`config.mk`:
```
export PLATFORM = sky130hd
export DESIGN_NAME = alu_issue_decoder_flat
export DESIGN_NICKNAME = d
export VERILOG_FILES = /design/src/rtl/alu_pkg.sv /design/src/rtl/alu_issue_decoder_if.sv /design/src/rtl/alu_op_lut.sv /design/src/rtl/alu_issue_decoder.sv /design/src/flat_wrapper.sv
export SDC_FILE = /design/constraint.sdc
export NUM_CORES = 1
export LEC_CHECK = 0
export CAP_MARGIN = 30
export CELL_PAD_IN_SITES_DETAIL_PLACEMENT = 1
export CELL_PAD_IN_SITES_GLOBAL_PLACEMENT = 1
export CORE_ASPECT_RATIO = 0.5
export CORE_MARGIN = 3
export CORE_UTILIZATION = 23
export CTS_BUF_LIST = sky130_fd_sc_hd__clkbuf_8
export DETAILED_ROUTE_END_ITERATION = 10
export PLACE_DENSITY = 0.58
export SYNTH_ARGS = -nofsm -noshare
export SYNTH_HDL_FRONTEND = slang
export SYNTH_SLANG_ARGS = --single-unit
export TNS_END_PERCENT = 20
```
`constraint.sdc`:
```
create_clock -name clk -period 3.25 [get_ports clk]
set_input_delay 0.65 -clock clk [delete_from_list [all_inputs] [get_ports clk]]
set_output_delay 0.65 -clock clk [all_outputs]
set_load 0.01 [all_outputs]
```
`src/rtl/alu_pkg.sv`:
```
// Shared types for the ALU issue decoder: ALU op codes, RV32I opcodes and the
// decoded-entry record handed from the decode LUT to the issue stage.
package alu_pkg;

  typedef enum logic [3:0] {
    AluAdd  = 4'b0000,
    AluSub  = 4'b0001,
    AluSll  = 4'b0010,
    AluSlt  = 4'b0011,
    AluSltu = 4'b0100,
    AluXor  = 4'b0101,
    AluSrl  = 4'b0110,
    AluSra  = 4'b0111,
    AluOr   = 4'b1000,
    AluAnd  = 4'b1001
  } alu_op_t;

  localparam logic [6:0] OPC_OP     = 7'b0110011;
  localparam logic [6:0] OPC_OP_IMM = 7'b0010011;
  localparam logic [6:0] OPC_LOAD   = 7'b0000011;
  localparam logic [6:0] OPC_STORE  = 7'b0100011;
  localparam logic [6:0] OPC_BRANCH = 7'b1100011;
  localparam logic [6:0] OPC_JALR   = 7'b1100111;
  localparam logic [6:0] OPC_JAL    = 7'b1101111;
  localparam logic [6:0] OPC_LUI    = 7'b0110111;
  localparam logic [6:0] OPC_AUIPC  = 7'b0010111;

  localparam logic [6:0] F7_BASE = 7'b0000000;
  localparam logic [6:0] F7_ALT  = 7'b0100000;

  typedef struct packed {
    alu_op_t     op;
    logic        src2_imm;
    logic [31:0] imm;
    logic [4:0]  rs1;
    logic [4:0]  rs2;
    logic [4:0]  rd;
    logic        reg_write;
    logic        illegal;
  } dec_t;

  // Shared funct3 map of OP / OP-IMM; alt selects sub/sra on the two alt-capable slots.
  function automatic alu_op_t f3_to_op(input logic [2:0] f3, input logic alt);
    case (f3)
      3'b000:  return alt ? AluSub : AluAdd;
      3'b001:  return AluSll;
      3'b010:  return AluSlt;
      3'b011:  return AluSltu;
      3'b100:  return AluXor;
      3'b101:  return alt ? AluSra : AluSrl;
      3'b110:  return AluOr;
      default: return AluAnd;
    endcase
  endfunction

endpackage

```
`src/rtl/alu_issue_decoder_if.sv`:
```
// Fetch-side and execute-side handshake bundle of the ALU issue decoder.
// slave: the decoder; master: the fetch/execute environment driving it.
interface alu_issue_decoder_if #(
  parameter int unsigned PC_W = 32
);
  logic            flush;
  logic            in_valid;
  logic            in_ready;
  logic [31:0]     in_instr;
  logic [PC_W-1:0] in_pc;
  logic            out_valid;
  logic            out_ready;
  logic [3:0]      out_alu_op;
  logic            out_src2_imm;
  logic [31:0]     out_imm;
  logic [4:0]      out_rs1;
  logic [4:0]      out_rs2;
  logic [4:0]      out_rd;
  logic            out_reg_write;
  logic            out_illegal;
  logic [PC_W-1:0] out_pc;

  modport slave (
    input  flush, in_valid, in_instr, in_pc, out_ready,
    output in_ready, out_valid, out_alu_op, out_src2_imm, out_imm, out_rs1, out_rs2, out_rd,
           out_reg_write, out_illegal, out_pc
  );

  modport master (
    output flush, in_valid, in_instr, in_pc, out_ready,
    input  in_ready, out_valid, out_alu_op, out_src2_imm, out_imm, out_rs1, out_rs2, out_rd,
           out_reg_write, out_illegal, out_pc
  );
endinterface

```
`src/rtl/alu_op_lut.sv`:
```
// Purely combinational RV32I word -> decoded ALU entry.
// Register index fields are passed through raw from the encoding (LUI forces rs1 to 0).
module alu_op_lut
  import alu_pkg::*;
(
  input  logic [31:0] instr,
  output dec_t        dec
);

  logic [6:0]  opcode;
  logic [6:0]  funct7;
  logic [2:0]  funct3;
  logic [31:0] imm_i, imm_s, imm_b, imm_u, imm_j, imm_sh;
  logic        legal;

  assign opcode = instr[6:0];
  assign funct3 = instr[14:12];
  assign funct7 = instr[31:25];

  assign imm_i  = {{20{instr[31]}}, instr[31:20]};
  assign imm_s  = {{20{instr[31]}}, instr[31:25], instr[11:7]};
  assign imm_b  = {{19{instr[31]}}, instr[31], instr[7], instr[30:25], instr[11:8], 1'b0};
  assign imm_u  = {instr[31:12], 12'b0};
  assign imm_j  = {{11{instr[31]}}, instr[31], instr[19:12], instr[20], instr[30:21], 1'b0};
  assign imm_sh = {27'b0, instr[24:20]};

  // Decode per opcode, then collapse anything unsupported to a harmless illegal entry.
  always_comb begin
    dec     = '0;
    legal   = 1'b1;
    dec.op  = AluAdd;
    dec.rs1 = instr[19:15];
    dec.rs2 = instr[24:20];
    dec.rd  = instr[11:7];
    case (opcode)
      OPC_OP: begin
        legal = (funct7 == F7_BASE) ||
                ((funct7 == F7_ALT) && ((funct3 == 3'b000) || (funct3 == 3'b101)));
        dec.op        = f3_to_op(funct3, funct7[5]);
        dec.reg_write = 1'b1;
      end
      OPC_OP_IMM: begin
        dec.src2_imm  = 1'b1;
        dec.reg_write = 1'b1;
        dec.imm       = imm_i;
        if (funct3 == 3'b001) begin
          legal   = (funct7 == F7_BASE);
          dec.imm = imm_sh;
        end else if (funct3 == 3'b101) begin
          legal   = (funct7 == F7_BASE) || (funct7 == F7_ALT);
          dec.imm = imm_sh;
        end
        // No subi: only the shift slot honours the alt bit.
        dec.op = f3_to_op(funct3, (funct3 == 3'b101) && funct7[5]);
      end
      OPC_LOAD: begin
        legal         = funct3 inside {3'b000, 3'b001, 3'b010, 3'b100, 3'b101};
        dec.src2_imm  = 1'b1;
        dec.imm       = imm_i;
        dec.reg_write = 1'b1;
      end
      OPC_STORE: begin
        legal        = funct3 inside {3'b000, 3'b001, 3'b010};
        dec.src2_imm = 1'b1;
        dec.imm      = imm_s;
      end
      OPC_BRANCH: begin
        legal   = (funct3[2:1] != 2'b01);
        dec.imm = imm_b;
        case (funct3[2:1])
          2'b00:   dec.op = AluSub;
          2'b10:   dec.op = AluSlt;
          2'b11:   dec.op = AluSltu;
          default: dec.op = AluAdd;
        endcase
      end
      OPC_JALR: begin
        legal         = (funct3 == 3'b000);
        dec.src2_imm  = 1'b1;
        dec.imm       = imm_i;
        dec.reg_write = 1'b1;
      end
      OPC_JAL: begin
        dec.src2_imm  = 1'b1;
        dec.imm       = imm_j;
        dec.reg_write = 1'b1;
      end
      OPC_LUI: begin
        dec.rs1       = 5'd0;
        dec.src2_imm  = 1'b1;
        dec.imm       = imm_u;
        dec.reg_write = 1'b1;
      end
      OPC_AUIPC: begin
        dec.src2_imm  = 1'b1;
        dec.imm       = imm_u;
        dec.reg_write = 1'b1;
      end
      default: legal = 1'b0;
    endcase
    if (!legal) begin
      dec.op        = AluAdd;
      dec.src2_imm  = 1'b0;
      dec.imm       = '0;
      dec.reg_write = 1'b0;
      dec.illegal   = 1'b1;
    end
  end

endmodule

```
`src/rtl/alu_issue_decoder.sv`:
```
// ALU issue decoder: decodes fetched RV32I words and issues them to execute through an
// output register backed by a one-entry skid register, so in_ready can come from a flop
// without losing throughput.
// Optional perf counters are built only when ALU_ISSUE_PERF_EN is defined.
module alu_issue_decoder
  import alu_pkg::*;
#(
  parameter int unsigned PC_W  = 32,
  parameter int unsigned CNT_W = 32
) (
  input  logic               clk,
  input  logic               rst_n,
  alu_issue_decoder_if.slave bus,
  output logic [CNT_W-1:0]   cnt_decoded,
  output logic [CNT_W-1:0]   cnt_illegal
);

  typedef struct packed {
    dec_t            dec;
    logic [PC_W-1:0] pc;
  } entry_t;

  dec_t   in_dec;
  entry_t in_entry;
  entry_t out_q, out_d, skid_q, skid_d;
  logic   out_valid_q, out_valid_d;
  logic   skid_valid_q, skid_valid_d;
  logic   in_ready_q;
  logic   accept, xfer, out_free;

  alu_op_lut u_lut (
    .instr (bus.in_instr),
    .dec   (in_dec)
  );

  assign in_entry = '{dec: in_dec, pc: bus.in_pc};
  assign accept   = bus.in_valid && in_ready_q;
  assign xfer     = out_valid_q && bus.out_ready;
  assign out_free = !out_valid_q || xfer;

  // Next-state of the output/skid pair; skid only fills while the output is stalled,
  // and in_ready is low whenever skid is full, so an accept never meets a full skid.
  always_comb begin
    out_d        = out_q;
    out_valid_d  = out_valid_q;
    skid_d       = skid_q;
    skid_valid_d = skid_valid_q;
    if (bus.flush) begin
      out_valid_d  = 1'b0;
      skid_valid_d = 1'b0;
    end else if (out_free) begin
      if (skid_valid_q) begin
        out_d        = skid_q;
        out_valid_d  = 1'b1;
        skid_valid_d = 1'b0;
      end else if (accept) begin
        out_d       = in_entry;
        out_valid_d = 1'b1;
      end else begin
        out_valid_d = 1'b0;
      end
    end else if (accept) begin
      skid_d       = in_entry;
      skid_valid_d = 1'b1;
    end
  end

  // Stage registers; in_ready is registered as the complement of next skid occupancy.
  always_ff @(posedge clk or negedge rst_n) begin
    if (!rst_n) begin
      out_q        <= '0;
      out_valid_q  <= 1'b0;
      skid_q       <= '0;
      skid_valid_q <= 1'b0;
      in_ready_q   <= 1'b1;
    end else begin
      out_q        <= out_d;
      out_valid_q  <= out_valid_d;
      skid_q       <= skid_d;
      skid_valid_q <= skid_valid_d;
      in_ready_q   <= !skid_valid_d;
    end
  end

  assign bus.in_ready      = in_ready_q;
  assign bus.out_valid     = out_valid_q;
  assign bus.out_alu_op    = out_q.dec.op;
  assign bus.out_src2_imm  = out_q.dec.src2_imm;
  assign bus.out_imm       = out_q.dec.imm;
  assign bus.out_rs1       = out_q.dec.rs1;
  assign bus.out_rs2       = out_q.dec.rs2;
  assign bus.out_rd        = out_q.dec.rd;
  assign bus.out_reg_write = out_q.dec.reg_write;
  assign bus.out_illegal   = out_q.dec.illegal;
  assign bus.out_pc        = out_q.pc;

`ifdef ALU_ISSUE_PERF_EN
  logic [CNT_W-1:0] cnt_decoded_q, cnt_illegal_q;

  // Count entries handed to execute; a transfer in a flush cycle still counts.
  always_ff @(posedge clk or negedge rst_n) begin
    if (!rst_n) begin
      cnt_decoded_q <= '0;
      cnt_illegal_q <= '0;
    end else if (xfer) begin
      cnt_decoded_q <= cnt_decoded_q + CNT_W'(1);
      if (out_q.dec.illegal) cnt_illegal_q <= cnt_illegal_q + CNT_W'(1);
    end
  end

  assign cnt_decoded = cnt_decoded_q;
  assign cnt_illegal = cnt_illegal_q;
`else
  assign cnt_decoded = '0;
  assign cnt_illegal = '0;
`endif

endmodule

```
`src/flat_wrapper.sv`:
```
// flat-port wrapper written by rule: the top's interface ports become plain ports
module alu_issue_decoder_flat import alu_pkg::*;
#(
  parameter int unsigned PC_W  = 32,
  parameter int unsigned CNT_W = 32
)
  (clk, rst_n, cnt_decoded, cnt_illegal, bus_flush, bus_in_valid, bus_in_instr, bus_in_pc, bus_out_ready, bus_in_ready, bus_out_valid, bus_out_alu_op, bus_out_src2_imm, bus_out_imm, bus_out_rs1, bus_out_rs2, bus_out_rd, bus_out_reg_write, bus_out_illegal, bus_out_pc);
  alu_issue_decoder_if #(.PC_W(PC_W)) bus_i ();
  input  logic clk;
  input  logic rst_n;
  output logic [CNT_W-1:0] cnt_decoded;
  output logic [CNT_W-1:0] cnt_illegal;
  input wire logic [$bits(bus_i.flush)-1:0] bus_flush;
  input wire logic [$bits(bus_i.in_valid)-1:0] bus_in_valid;
  input wire logic [$bits(bus_i.in_instr)-1:0] bus_in_instr;
  input wire logic [$bits(bus_i.in_pc)-1:0] bus_in_pc;
  input wire logic [$bits(bus_i.out_ready)-1:0] bus_out_ready;
  output wire logic [$bits(bus_i.in_ready)-1:0] bus_in_ready;
  output wire logic [$bits(bus_i.out_valid)-1:0] bus_out_valid;
  output wire logic [$bits(bus_i.out_alu_op)-1:0] bus_out_alu_op;
  output wire logic [$bits(bus_i.out_src2_imm)-1:0] bus_out_src2_imm;
  output wire logic [$bits(bus_i.out_imm)-1:0] bus_out_imm;
  output wire logic [$bits(bus_i.out_rs1)-1:0] bus_out_rs1;
  output wire logic [$bits(bus_i.out_rs2)-1:0] bus_out_rs2;
  output wire logic [$bits(bus_i.out_rd)-1:0] bus_out_rd;
  output wire logic [$bits(bus_i.out_reg_write)-1:0] bus_out_reg_write;
  output wire logic [$bits(bus_i.out_illegal)-1:0] bus_out_illegal;
  output wire logic [$bits(bus_i.out_pc)-1:0] bus_out_pc;
  assign bus_i.flush = bus_flush;
  assign bus_i.in_valid = bus_in_valid;
  assign bus_i.in_instr = bus_in_instr;
  assign bus_i.in_pc = bus_in_pc;
  assign bus_i.out_ready = bus_out_ready;
  assign bus_in_ready = bus_i.in_ready;
  assign bus_out_valid = bus_i.out_valid;
  assign bus_out_alu_op = bus_i.out_alu_op;
  assign bus_out_src2_imm = bus_i.out_src2_imm;
  assign bus_out_imm = bus_i.out_imm;
  assign bus_out_rs1 = bus_i.out_rs1;
  assign bus_out_rs2 = bus_i.out_rs2;
  assign bus_out_rd = bus_i.out_rd;
  assign bus_out_reg_write = bus_i.out_reg_write;
  assign bus_out_illegal = bus_i.out_illegal;
  assign bus_out_pc = bus_i.out_pc;
  alu_issue_decoder #(.PC_W(PC_W), .CNT_W(CNT_W)) u_core (.clk(clk), .rst_n(rst_n), .bus(bus_i), .cnt_decoded(cnt_decoded), .cnt_illegal(cnt_illegal));
endmodule
```
==> out/qor.tcl <==
set qor(grt_pass1_vias) 7303
set qor(core.rowCount) 48
set qor(drv_slew) 0
set qor(run_status) {complete, no violations}
set qor(clock_power_share) 0.326
set qor(yosys.cell_types.count) 52
set qor(dieWidth_um) 275
set qor(synthesized_area_per_cell_um2) 9.34
set qor(cap_violations) 0
set qor(total_routing_usage_gr) 0.140
set qor(cp_slowest_cell) {sky130_fd_sc_hd__clkdlybuf4s50_1}
set qor(drc_errors) 0
set qor(final.setup.worst_slack_ns) 0.707
set qor(h_tree_depth_reported_by_cts) 4
set qor(dieArea_um2) 38700
set qor(fin_worst_skew_ns) 0.0165
set qor(final_worst_path_period_need_ns) 2.54
set qor(powerDensity_nw_per_um2) 506
set qor(crit_family) {simple AND/OR/NAND/NOR gates}
set qor(post-place-ws_ns) 0.197
set qor(finalWeightedCongestion) 0.850
set qor(post_drt_via_cell_ratio) 4.50
set qor(switching_share) 0.282
set qor(post-cts-setup-buffer-count) 0
set qor(cts.root.buffer_cell) {sky130_fd_sc_hd__clkbuf_8}
set qor(layout.filler_cells) 4044
set qor(multi_input_comb_area_um2) 3440
set qor(detail_route.wirelength_um) 26600
set qor(sequential_cell_area_um2) 4380
set qor(switchingPower_mw) 1.53
set qor(power.sequential.fraction) 0.483
set qor(dr.pass1.iters) 4
set qor(number_of_flops_mapped_to_enable_cells_by_yosys) 0
set qor(floorplan.core_area_um2) 35100
set qor(antenna-diode-count) 0
set qor(cp-start-kind) {primary input}
set qor(synth_top_area_cell) {sky130_fd_sc_hd__dfrtp_1}
set qor(worst-path-max-fanout) 7
set qor(finalCritPeriodShare) 0.782
set qor(global_route_wire_length_before_repair_um) 42400
set qor(crit_chain) {clkdlybuf4s50_1 -> or4_1 -> nor3_2 -> o21ai_1 -> o211a_1 -> buf_4 -> or2_4 -> o31ai_1}
set qor(detailroute.via_count) 6857
set qor(syn2layout_area_growth_pct) 29.0
set qor(synth_ff_type) {sky130_fd_sc_hd__dfrtp_1}
set qor(clock_insertion_delay_worst_skew_ns) 0.49
set qor(timing_worst_setup_path_type) {primary input to register}
set qor(postCtsHoldBufs) 0
set qor(drt-initial-drc-count) 307
set qor(postSynthRegisterBits) 175
set qor(synth_cells) 894
set qor(leakagePower_nw) 4.76
set qor(path_clk_slew_ns) 0.09
set qor(fp.dieH_um) 141
set qor(cp_data_arrival_time_ns) 2.92
set qor(ys_top_cells_by_area) {sky130_fd_sc_hd__dfrtp_1 52%, sky130_fd_sc_hd__nand2_1 10%, sky130_fd_sc_hd__buf_4 5.9%, sky130_fd_sc_hd__mux2i_1 5.2%, sky130_fd_sc_hd__a21oi_1 3.7%}
set qor(synth-seq-area-share) 0.525
set qor(worstMarginPinSlew_ns) 0.942
set qor(critPathCaptureType) {register}
set qor(combPwrFrac) 0.191
set qor(hold_viol_final) 0
set qor(number_of_nets_still_failing_antenna_checks_after_routing) 0
set qor(place_inst) 1492
set qor(synth_async_sr_flop_share) 1.00
set qor(cts_num_sinks) 175
set qor(finalPower_mw) 5.45
set qor(yosys_warnings) 0
set qor(post-synth-top-count-cell) {sky130_fd_sc_hd__nand2_1}
set qor(maximum_frequency_from_static_timing_analysis_mhz) 393
set qor(setup_repair_after_global_routing_missed_its_margin) {no}
set qor(crit_path_max_incr_delay_ns) 0.51
set qor(setup.reg_to_reg.worst_slack_ns) 1.18
set qor(post_route_cells_drive_above_1_share) 0.0706
set qor(detailed_place_hpwl_um) 18600
set qor(timing.hold.ws_ns) 0.178
set qor(netlist_area_um2) 8350
set qor(maximum_clock_path_buffer_count) 2
set qor(port-buffer-count) 156
set qor(synth_top_cells_by_count) {230 x sky130_fd_sc_hd__nand2_1, 174 x sky130_fd_sc_hd__dfrtp_1, 66 x sky130_fd_sc_hd__buf_4}
set qor(worstPathBufferInverterCount) 2
set qor(setup_viol_count_final) 0
set qor(grt_antenna_before_repair) 0
set qor(yosys.area.top_type_share) 0.522
set qor(hold_path_class) {primary input to async pin}
set qor(cts.repair.resized) 0
set qor(final_nets) 1105
set qor(cts_made_buffers) 17
set qor(io_pins) 221
set qor(irDropWorstVdd_uv) 222
set qor(largest_net_degree_at_the_start_of_global_routing) 73
set qor(worst_path_required_ns) 3.63
set qor(internal_power_mw) 3.92
set qor(setup_tns_ns) 0
set qor(grt-ovfl-total) 0
set qor(final-instance-count-excl-fill) 1523
set qor(post_drt_wl_per_cell_um) 17.5
set qor(cts_tree) {yes}
set qor(floorplan.initialDensity) 0.238
set qor(maxSlewHeadroom) 0.372
## state kept, by name (all words and copies together), names as in the netlist, 4 cells and up
name / count
u_core.skid_q: 86
u_core.bus.out_rs2: 5
u_core.bus.out_rs1: 5
u_core.bus.out_alu_op: 4
u_core.bus.out_rd: 5
u_core.bus.out_imm: 32
u_core.bus.out_pc: 32
## worst register-to-register path: cells and delay by family, from the launching register on
kind | cells | cell delay [ns]
compound gates | 1 | 0.31
simple gates | 2 | 0.30
flops | 1 | 0.43
buf+inv | 2 | 0.92
## through the flow
stage | utilization | instance area (µm²)
after global placement | 0.293 | 10300
after floorplan | - | 8580
final | 0.306 | 10800
after detailed placement | 0.293 | 10300
after CTS | 0.306 | 10800
after global routing | 0.306 | 10800
## cell type report
class,instances,area share
sequential,175,0.407
multi-input combinational,644,0.319
timing repair buffer,189,0.173
tap,475,0.0552
clock buffer,19,0.0243
clock inverter,12,0.0179
inverter,9,0.00314
## power by group through the flow
stage | clock network, mW | registers [mW] | logic (mW)
finish | 1.78 | 2.63 | 1.04
global route | 1.93 | 2.67 | 1.17
CTS | 1.85 | 2.64 | 1.07
detailed placement | 0 | 2.68 | 1.06
global placement | 0 | 2.67 | 1.04
floorplan | 0 | 2.70 | 0.449
## path summary, 6_finish.rpt
kind	start	end	depth (start not counted)
worst min register to register	u_core.skid_q[82]$_DFFE_PN0P_	u_core.skid_q[82]$_DFFE_PN0P_	2
max in group asynchronous	rst_n	u_core.bus.out_rs1[3]$_DFFE_PN0P_	2
worst max-delay path	bus_in_instr[31]	u_core.bus.out_alu_op[1]$_DFFE_PN0P_	8
min in group clk	u_core.skid_q[82]$_DFFE_PN0P_	u_core.skid_q[82]$_DFFE_PN0P_	2
worst min-delay path	rst_n	u_core.bus.out_pc[6]$_DFFE_PN0P_	1
worst max register to register	u_core.skid_valid_q$_DFF_PN0_	u_core.bus.out_imm[7]$_DFFE_PN0P_	5
## cells in the final DEF (no fill, tap or decap), types with 2 or more instances in the layout
cell,instances
sky130_fd_sc_hd__clkbuf_8,19
sky130_fd_sc_hd__buf_12,4
sky130_fd_sc_hd__o22ai_1,21
sky130_fd_sc_hd__inv_1,12
sky130_fd_sc_hd__a221o_1,7
sky130_fd_sc_hd__o211a_1,2
sky130_fd_sc_hd__o21ai_0,56
sky130_fd_sc_hd__a211oi_1,3
sky130_fd_sc_hd__bufinv_16,5
sky130_fd_sc_hd__buf_4,29
sky130_fd_sc_hd__and3_1,17
sky130_fd_sc_hd__nor3_2,2
sky130_fd_sc_hd__nor3_4,2
sky130_fd_sc_hd__mux2i_1,43
sky130_fd_sc_hd__conb_1,64
sky130_fd_sc_hd__nand2b_1,6
sky130_fd_sc_hd__dfrtp_1,173
sky130_fd_sc_hd__nor2_1,32
sky130_fd_sc_hd__a22oi_1,7
sky130_fd_sc_hd__nand3_1,4
sky130_fd_sc_hd__nor3_1,6
sky130_fd_sc_hd__nand2_1,229
sky130_fd_sc_hd__or3_1,2
sky130_fd_sc_hd__o211ai_1,5
sky130_fd_sc_hd__clkdlybuf4s50_1,155
sky130_fd_sc_hd__o21a_1,5
sky130_fd_sc_hd__nor4_1,2
sky130_fd_sc_hd__a22o_1,6
sky130_fd_sc_hd__clkinv_4,2
sky130_fd_sc_hd__a21oi_1,61
sky130_fd_sc_hd__o31ai_1,39
## kinds of logic after synthesis
| kind of cell | share of synthesized area |
|---|---|
| AOI/OAI and AO/OA | 0.167 |
| other | 0.000449 |
| DFF | 0.525 |
| muxes | 0.0516 |
| xor gates and xnor gates | 0.00105 |
| and+or+nand+nor | 0.161 |
| buffers and inverters | 0.0940 |
## per-layer routing
| layer | part of all wire | routed length (µm) | GRT usage | vias up |
|---|---|---|---|---|
| met4 | 0.016 | 429 | 0.0394 | 0 |
| met5 | 0 | 0 | 0 | - |
| li1 | - | - | - | 3227 |
| met3 | 0.029 | 782 | 0.0294 | 23 |
| met1 | 0.43 | 11500 | 0.170 | 3500 |
| met2 | 0.52 | 13900 | 0.249 | 107 |
Power figures use the tool's default switching activity.
